<file path="src/rtl/rx_frame_parser_if.sv">
// -----------------------------------------------------------------------------
// rx_frame_parser_if
//   Byte stream from rgmii_rx into rx_frame_parser, already in the
//   clk125MHz domain.
//
//   in_data    8  received byte
//   in_valid   1  high for the whole frame including preamble; falling edge
//                 ends the frame
//   in_enable  1  byte strobe; a byte counts only with in_valid also high
//   in_error   1  PHY error flag, qualified by the byte strobe
//
//   master : the byte source (rgmii_rx side)
//   slave  : the parser
// -----------------------------------------------------------------------------
interface rx_frame_parser_if;
  logic [7:0] in_data;
  logic       in_valid;
  logic       in_enable;
  logic       in_error;

  modport master (output in_data, in_valid, in_enable, in_error);
  modport slave  (input  in_data, in_valid, in_enable, in_error);
endinterface

</file>
<file path="src/rtl/rx_frame_parser.sv">
// -----------------------------------------------------------------------------
// rx_frame_parser
//   Strips preamble/SFD and the Ethernet header from the rgmii_rx byte stream,
//   latches the video segment header (segment_num, txid, aux), streams the
//   pixel payload with a byte index, and checks the FCS to classify each frame
//   as good or bad.
//
//   Optional build macro MAC_FILTER_EN: when defined, a frame whose dst MAC is
//   neither MY_MAC nor broadcast is dropped silently (no ok/bad pulse, no
//   counter change). When undefined, the dst MAC is not checked.
//
// Ports
//   clk125MHz    clock, rising edge
//   rstb         asynchronous active-low reset
//   rx           byte stream in (rx_frame_parser_if.slave)
//   out_data     payload byte
//   out_valid    one-cycle strobe per payload byte
//   out_addr     payload byte index, 0 .. MAX_PAYLOAD-1
//   segment_num  header field, big-endian
//   txid, aux    header fields
//   hdr_valid    one-cycle pulse when the header fields update
//   frame_ok     one-cycle pulse at end of a good frame
//   frame_bad    one-cycle pulse at end of a failed frame
//   ok_count     good frames, saturating
//   bad_count    bad frames, saturating
// -----------------------------------------------------------------------------
module rx_frame_parser #(
  parameter logic [15:0] ETHERTYPE   = 16'h88B5,
  parameter int unsigned MAX_PAYLOAD = 1440,
  parameter logic [47:0] MY_MAC      = 48'h00_0A_35_02_AF_9A
) (
  input  logic             clk125MHz,
  input  logic             rstb,
  rx_frame_parser_if.slave rx,
  output logic [7:0]       out_data,
  output logic             out_valid,
  output logic [12:0]      out_addr,
  output logic [15:0]      segment_num,
  output logic [7:0]       txid,
  output logic [7:0]       aux,
  output logic             hdr_valid,
  output logic             frame_ok,
  output logic             frame_bad,
  output logic [15:0]      ok_count,
  output logic [15:0]      bad_count
);

  typedef enum logic [2:0] {WAIT_IDLE, HUNT, PRE, HDR, PAY, DROP, END} state_e;

  state_e      state_q, state_d;
  logic [31:0] crc_q;
  logic [31:0] crc_rev;
  logic [4:0]  hdr_cnt_q;
  logic [7:0]  et_hi_q, seg_hi_q, seg_lo_q, txid_q;
  logic [7:0]  dl_q [4];          // dl_q[3] is the oldest byte
  logic [2:0]  fill_q;
  logic [12:0] emit_cnt_q;
  logic        silent_q;

  logic accept;
  logic crc_clr, crc_en, emit, hdr_done, mac_reject, end_ok, end_bad;

  assign accept = rx.in_valid && rx.in_enable;

  // The residue constant is in normal bit order; the register is reflected.
  assign crc_rev = {<<{crc_q}};

`ifdef MAC_FILTER_EN
  logic [47:0] dst_q;
  logic [47:0] dst_now;
  assign dst_now = {dst_q[39:0], rx.in_data};
`else
  logic unused_my_mac;
  assign unused_my_mac = ^MY_MAC;
`endif

  // Reflected IEEE 802.3 CRC-32, one byte, LSB first.
  function automatic logic [31:0] crc_next(input logic [31:0] c, input logic [7:0] d);
    logic [31:0] r;
    r = c;
    for (int i = 0; i < 8; i++)
      r = (r >> 1) ^ ((r[0] ^ d[i]) ? 32'hEDB8_8320 : 32'h0);
    return r;
  endfunction

  always_ff @(posedge clk125MHz or negedge rstb) begin
    if (!rstb) state_q <= WAIT_IDLE;
    else       state_q <= state_d;
  end

  always_comb begin
    // NOTE: every output of this block gets a default first so that no path
    // through the case statement leaves one unassigned and infers a latch.
    state_d    = state_q;
    crc_clr    = 1'b0;
    crc_en     = 1'b0;
    emit       = 1'b0;
    hdr_done   = 1'b0;
    mac_reject = 1'b0;
    end_ok     = 1'b0;
    end_bad    = 1'b0;
    unique case (state_q)
      // Never lock onto a frame already running when reset was released.
      WAIT_IDLE: if (!rx.in_valid) state_d = HUNT;
      HUNT:      if (accept && rx.in_data == 8'h55) state_d = PRE;
      PRE: begin
        if (!rx.in_valid) state_d = HUNT;
        else if (accept) begin
          if (rx.in_data == 8'hD5) begin
            state_d = HDR;
            crc_clr = 1'b1;
          end else if (rx.in_data != 8'h55) begin
            state_d = DROP;
          end
        end
      end
      HDR: begin
        if (!rx.in_valid) begin
          state_d = END;
          end_bad = 1'b1;
        end else if (accept) begin
          crc_en = 1'b1;
          if (rx.in_error) state_d = DROP;
`ifdef MAC_FILTER_EN
          else if (hdr_cnt_q == 5'd5 && dst_now != MY_MAC && dst_now != 48'hFFFF_FFFF_FFFF) begin
            state_d    = DROP;
            mac_reject = 1'b1;
          end
`endif
          else if (hdr_cnt_q == 5'd13 && {et_hi_q, rx.in_data} != ETHERTYPE) state_d = DROP;
          else if (hdr_cnt_q == 5'd17) begin
            state_d  = PAY;
            hdr_done = 1'b1;
          end
        end
      end
      PAY: begin
        if (!rx.in_valid) begin
          state_d = END;
          // At least one emitted byte implies the line also held a full FCS.
          if (emit_cnt_q != 13'd0 && crc_rev == 32'hC704_DD7B) end_ok = 1'b1;
          else                                                 end_bad = 1'b1;
        end else if (accept) begin
          crc_en = 1'b1;
          if (rx.in_error) state_d = DROP;
          else if (fill_q == 3'd4) begin
            if (emit_cnt_q == 13'(MAX_PAYLOAD)) state_d = DROP;
            else                                emit    = 1'b1;
          end
        end
      end
      DROP: begin
        if (!rx.in_valid) begin
          state_d = END;
          end_bad = !silent_q;
        end
      end
      END:     state_d = HUNT;
      default: state_d = WAIT_IDLE;
    endcase
  end

  // NOTE: sequential state uses non-blocking assignments so every register
  // samples the pre-edge values, independent of statement order.
  always_ff @(posedge clk125MHz or negedge rstb) begin
    if (!rstb) begin
      out_data    <= '0;
      out_valid   <= 1'b0;
      out_addr    <= '0;
      segment_num <= '0;
      txid        <= '0;
      aux         <= '0;
      hdr_valid   <= 1'b0;
      frame_ok    <= 1'b0;
      frame_bad   <= 1'b0;
      ok_count    <= '0;
      bad_count   <= '0;
      crc_q       <= '1;
      hdr_cnt_q   <= '0;
      et_hi_q     <= '0;
      seg_hi_q    <= '0;
      seg_lo_q    <= '0;
      txid_q      <= '0;
      fill_q      <= '0;
      emit_cnt_q  <= '0;
      silent_q    <= 1'b0;
      // NOTE: the delay line is small and must come out of reset empty, so
      // it is reset explicitly rather than left as an unreset memory.
      for (int i = 0; i < 4; i++) dl_q[i] <= '0;
`ifdef MAC_FILTER_EN
      dst_q       <= '0;
`endif
    end else begin
      out_valid <= emit;
      hdr_valid <= hdr_done;
      frame_ok  <= end_ok;
      frame_bad <= end_bad;
      if (end_ok  && ok_count  != 16'hFFFF) ok_count  <= ok_count  + 16'd1;
      if (end_bad && bad_count != 16'hFFFF) bad_count <= bad_count + 16'd1;

      if (crc_clr)     crc_q <= '1;
      else if (crc_en) crc_q <= crc_next(crc_q, rx.in_data);

      if (crc_clr) begin
        hdr_cnt_q  <= '0;
        fill_q     <= '0;
        emit_cnt_q <= '0;
      end

      if (state_q == HDR && accept) begin
        hdr_cnt_q <= hdr_cnt_q + 5'd1;
        case (hdr_cnt_q)
          5'd12:   et_hi_q  <= rx.in_data;
          5'd14:   seg_hi_q <= rx.in_data;
          5'd15:   seg_lo_q <= rx.in_data;
          5'd16:   txid_q   <= rx.in_data;
          default: ;
        endcase
`ifdef MAC_FILTER_EN
        if (hdr_cnt_q < 5'd6) dst_q <= dst_now;
`endif
      end

      if (hdr_done) begin
        segment_num <= {seg_hi_q, seg_lo_q};
        txid        <= txid_q;
        aux         <= rx.in_data;
      end

      if (state_q == PAY && accept) begin
        dl_q[3] <= dl_q[2];
        dl_q[2] <= dl_q[1];
        dl_q[1] <= dl_q[0];
        dl_q[0] <= rx.in_data;
        if (fill_q != 3'd4) fill_q <= fill_q + 3'd1;
      end

      if (emit) begin
        out_data   <= dl_q[3];
        out_addr   <= emit_cnt_q;
        emit_cnt_q <= emit_cnt_q + 13'd1;
      end

      if (mac_reject)          silent_q <= 1'b1;
      else if (state_q == END) silent_q <= 1'b0;
    end
  end

endmodule
</file>
<file path="src/flat_wrapper.sv">
// flat-port wrapper written by rule: the top's interface ports become plain ports
module rx_frame_parser_flat 
#(
  parameter logic [15:0] ETHERTYPE   = 16'h88B5,
  parameter int unsigned MAX_PAYLOAD = 1440,
  parameter logic [47:0] MY_MAC      = 48'h00_0A_35_02_AF_9A
)
  (clk125MHz, rstb, out_data, out_valid, out_addr, segment_num, txid, aux, hdr_valid, frame_ok, frame_bad, ok_count, bad_count, rx_in_data, rx_in_valid, rx_in_enable, rx_in_error);
  rx_frame_parser_if rx_i ();
  input  logic clk125MHz;
  input  logic rstb;
  output logic [7:0] out_data;
  output logic out_valid;
  output logic [12:0] out_addr;
  output logic [15:0] segment_num;
  output logic [7:0] txid;
  output logic [7:0] aux;
  output logic hdr_valid;
  output logic frame_ok;
  output logic frame_bad;
  output logic [15:0] ok_count;
  output logic [15:0] bad_count;
  input wire logic [$bits(rx_i.in_data)-1:0] rx_in_data;
  input wire logic [$bits(rx_i.in_valid)-1:0] rx_in_valid;
  input wire logic [$bits(rx_i.in_enable)-1:0] rx_in_enable;
  input wire logic [$bits(rx_i.in_error)-1:0] rx_in_error;
  assign rx_i.in_data = rx_in_data;
  assign rx_i.in_valid = rx_in_valid;
  assign rx_i.in_enable = rx_in_enable;
  assign rx_i.in_error = rx_in_error;
  rx_frame_parser #(.ETHERTYPE(ETHERTYPE), .MAX_PAYLOAD(MAX_PAYLOAD), .MY_MAC(MY_MAC)) u_core (.clk125MHz(clk125MHz), .rstb(rstb), .rx(rx_i), .out_data(out_data), .out_valid(out_valid), .out_addr(out_addr), .segment_num(segment_num), .txid(txid), .aux(aux), .hdr_valid(hdr_valid), .frame_ok(frame_ok), .frame_bad(frame_bad), .ok_count(ok_count), .bad_count(bad_count));
endmodule
</file>
<file path="config.mk">
export PLATFORM = sky130hd
export DESIGN_NAME = rx_frame_parser_flat
export DESIGN_NICKNAME = d
export VERILOG_FILES = /design/src/rtl/rx_frame_parser_if.sv /design/src/rtl/rx_frame_parser.sv /design/src/flat_wrapper.sv
export SDC_FILE = /design/constraint.sdc
export NUM_CORES = 1
export LEC_CHECK = 0
export BUFFER_PORTS_ARGS = -buffer_cell sky130_fd_sc_hd__buf_2
export CELL_PAD_IN_SITES_DETAIL_PLACEMENT = 1
export CELL_PAD_IN_SITES_GLOBAL_PLACEMENT = 2
export CORE_ASPECT_RATIO = 1.25
export CORE_MARGIN = 2
export CORE_UTILIZATION = 39
export CTS_BUF_LIST = sky130_fd_sc_hd__clkbuf_16
export CTS_CLUSTER_DIAMETER = 120
export DETAILED_ROUTE_END_ITERATION = 7
export GPL_ROUTABILITY_DRIVEN = 0
export GPL_TIMING_DRIVEN = 0
export PLACE_DENSITY_LB_ADDON = 0.05
export SLEW_MARGIN = 40
export SYNTH_ARGS = -nofsm -noshare
export SYNTH_HDL_FRONTEND = slang
export SYNTH_SLANG_ARGS = --single-unit
</file>
<file path="constraint.sdc">
create_clock -name clk125MHz -period 2.6 [get_ports clk125MHz]
set_input_delay 0.39 -clock clk125MHz [delete_from_list [all_inputs] [get_ports clk125MHz]]
set_output_delay 0.39 -clock clk125MHz [all_outputs]
set_load 0.02 [all_outputs]
</file>
==> flow_summary.yaml <==
global_route:
  grt_pass1_wl_um: 39140
  grt-ovfl-total: 0
  grt_max_degree: 71
  track_usage_pct: 19.06
  first_global_vias: 7176
  antenna_found_initial: 0
worst_setup_path:
  r2r-start: "u_core.crc_q[13]"
  worst_path_largest_cell_delay_ns: 0.56
  path_class: "reg -> reg"
  startpoint_type: "flop"
  critPathSlowestCell: "dfstp_2"
  cp_top_family: "simple AND/OR/NAND/NOR gates"
  worst-r2r-cell-count: 5
  r2r_setup_slack_ns: 0.12
  r2r_end: "u_core.ok_count[1]"
  cp.arrival_ns: 2.88
  cp-end-kind: "flop"
  cp_num_buf_inv: 0
  path_max_fanout: 8
  cp.depth: 5
  crit_required_ns: 3.00
  worstPathCellList: "or4b_4 -> nor4_4 -> nand4_2 -> nor2_2 -> mux2_2"
yosys:
  synth-edff-count: 0
  avgSynthCellArea_um2: 10.87
  yosysSeqAreaShare_pct: 55.09
  yosys_warnings: 0
  synth_fp_nets: 904
  synth_cell_types: 53
  synth.ff_latch_count: 209
  syn_inst: 880
  async_flop_share_pct: 100.0
  syn_area_um2: 9565
  synth_flop_cell: "dfrtp_1"
worst_hold_path:
  hold_class: "in -> reg"
  holdPathEnd: "u_core.hdr_valid"
  holdCritStartpoint: "rx_in_error"
  hold_depth: 2
route:
  drtIter0Drc: 236
  wirelength_um: 23710
  wire_per_inst_um: 17.52
  drc: 0
  vias_per_cell: 5.024
  first_pass_iters: 4
  vias: 6797
  ant_nets: 0
power_and_ir_drop:
  ir_drop_v: 0.0005604
  switching_share_pct: 34.03
  p_clk_share_pct: 28.2
  power_density_nw_per_um2: 996.6
  pwr-share-comb_pct: 32.2
  leakagePower_nw: 5.637
  power.switching_mw: 3.849
  power.internal_mw: 7.462
  p_total_mw: 11.31
  pwr-share-seq_pct: 39.5
sta:
  fmax_ghz: 0.4030
  worst_slack_ns: 0.1184
  finalCritPeriodShare_pct: 95.45
  finalHoldViolations: 0
  worstMarginPinSlew_ns: 0.7392
  finalMaxSlewViolations: 0
  grt_setup_unrepaired: "yes"
  setup-violations-final: 0
  slew-limit-headroom_pct: 50.35
  period_minus_slack_ns: 2.482
  finClkSkew_ns: 0.02234
clock_network:
  cts-root-buf: "clkbuf_16"
  cts_inserted_buffers: 23
  cts.path.max_buffers: 3
  cts_tree: "built"
  clk_pin_slew_ns: 0.06
  clk_latency_ns: 0.52
  cts_max_level: 1
  cts.sinks: 209
layout:
  areaGrowthSynthToFinish_pct: 18.67
  diodes: 0
  nets: 1032
  stdcell_count: 1353
  drive_gt1_share_pct: 25.71
job:
  drv_cap: 0
place:
  place_ws_ns: -0.2080
  place_hpwl_um: 16520
  place.port_buffers: 95
  dp_cells: 1308
floorplanning:
  core_area_um2: 24260
  initial_core_util_pct: 39.42
  num_rows: 64
  ioPinCount: 102
  die_w_um: 144.1
  die_area_um2: 25800
  die_h_um: 179.1
status:
  outcome: "completed"
power groups by stage:
stage / sequential [mW] / combinational, mW / clock [mW]
detailed placement: 4.54 / 3.63 / 0
global route: 4.57 / 4.08 / 3.41
floorplan: 4.42 / 2.83 / 0
CTS: 4.49 / 3.67 / 3.31
finish: 4.47 / 3.65 / 3.19
global placement: 4.53 / 3.59 / 0
state kept, by name, indices dropped and copies added (netlist names):
register / cells
u_core.aux: 8
u_core.bad_count: 16
u_core.crc_q: 32
u_core.dl_q: 32
u_core.emit_cnt_q: 13
u_core.et_hi_q: 8
u_core.fill_q: 3
u_core.frame_bad: 1
u_core.frame_ok: 1
u_core.hdr_cnt_q: 5
u_core.hdr_valid: 1
u_core.ok_count: 16
u_core.out_addr: 13
u_core.out_data: 8
u_core.out_valid: 1
u_core.seg_hi_q: 8
u_core.seg_lo_q: 8
u_core.segment_num: 16
u_core.state_q: 3
u_core.txid: 8
u_core.txid_q: 8
Yosys cell counts (all sizes together), types with 2 or more instances:
cell type / instances / area share (%)
nor2b: 5 / 0.33
o211a: 2 / 0.21
o21ai: 28 / 1.5
inv: 14 / 0.55
nor2: 18 / 0.73
a21oi: 25 / 1.3
nand2: 197 / 7.7
mux2: 63 / 7.4
xor2: 35 / 3.2
nand3: 30 / 1.6
ha: 11 / 1.4
nand2b: 4 / 0.26
clkbuf: 26 / 1.0
nand3b: 2 / 0.16
dfrtp: 177 / 46
and3: 17 / 1.1
or2: 2 / 0.13
o211ai: 20 / 1.6
nor4: 6 / 0.68
nor4b: 3 / 0.34
o311a: 2 / 0.21
o31ai: 10 / 0.78
or4b: 2 / 0.25
dfstp: 32 / 8.8
or4: 2 / 0.16
buf: 12 / 0.63
xnor2: 67 / 6.7
and4: 3 / 0.27
nor3: 28 / 1.7
nand4b: 6 / 0.55
mux2i: 5 / 0.52
nand4: 17 / 1.2
per-stage QoR:
step           hold WS [ns]  util (%)  TNS [ns]  instance area, µm²
5_1_grt              0.1398     46.78  -0.02028               11350
3_3_place_gp         0.4503     43.08   -520.34               10450
3_5_place_dp         0.3036     43.50    -3.863               10560
4_1_cts              0.1159     46.54         0               11290
6_report             0.1442     46.78         0               11350
2_1_floorplan       0.09441         -         0                9565
worst register-to-register path, stage by stage (launching register included):
cell and delay [ns]:
dfstp_2 0.56, or4b_4 0.49, nor4_4 0.36, nand4_2 0.19, nor2_2 0.38, mux2_2 0.38
kinds of logic (layout without fill, tap and decap cells):
kind of cell,count (synthesis),count (layout),synth area share (%)
xor gates and xnor gates,102,102,9.889
DFF,209,209,55.09
adders and majority gates,11,11,1.439
muxes,68,68,7.940
and+or+nand+nor,345,345,17.40
buffers and inverters,53,196,2.237
AOI/OAI and AO/OA,92,92,6.004
what timing repair did:
item | CTS | global route
gates resized for setup | 4 | 11
endpoints found under the hold margin | 40 | 0
hold buffers | 1 | 0
pin swaps | 2 | 4
setup buffers | 0 | 4
setup endpoints to repair | 24 | 66
layer usage:
| layer | share of wire, % | global-route usage (%) | vias up |
|---|---|---|---|
| met1 | 46 | 25.84 | 3386 |
| met3 | 4.2 | 3.232 | 28 |
| met4 | 1.8 | 4.657 | 0 |
| li1 | - | - | 3265 |
| met2 | 48 | 31.87 | 118 |
| met5 | 0 | 0 | - |
layout make-up:
class,instances,area [µm²]
tap,330,412.9
sequential,209,5270
timing repair buffer,103,608.1
fill,2730,12910
clock inverter,17,143.9
clock buffer,23,575.6
multi-input combinational,618,4119
buffer,38,165.2
inverter,15,56.30
worst max path at each step:
stage | start | end | slack (ns)
global placement | rstb | u_core.bad_count[2] | -2.67
CTS | u_core.state_q[0] | u_core.txid[6] | 0.009
floorplan | u_core.crc_q[13] | u_core.ok_count[1] | 0.39
finish | u_core.crc_q[13] | u_core.ok_count[1] | 0.12
detailed placement | rx_in_data[0] | u_core.crc_q[31] | -0.21
global route | u_core.emit_cnt_q[0] | u_core.out_addr[10] | -0.02
cells in the final DEF, fill, tap and decap left out, types with 17 or more instances in the layout:
cell type and count:
xor2_1 35, nand2_1 197, buf_2 104, dfrtp_1 177, clkbuf_16 23, dfstp_2 32
nor3_1 24, mux2_2 63, xnor2_1 60, inv_1 23, o211ai_1 19, and3_1 17
a21oi_1 25, nand3_1 29, clkbuf_1 21, o21ai_0 28
(Power assumes the default switching activity.)
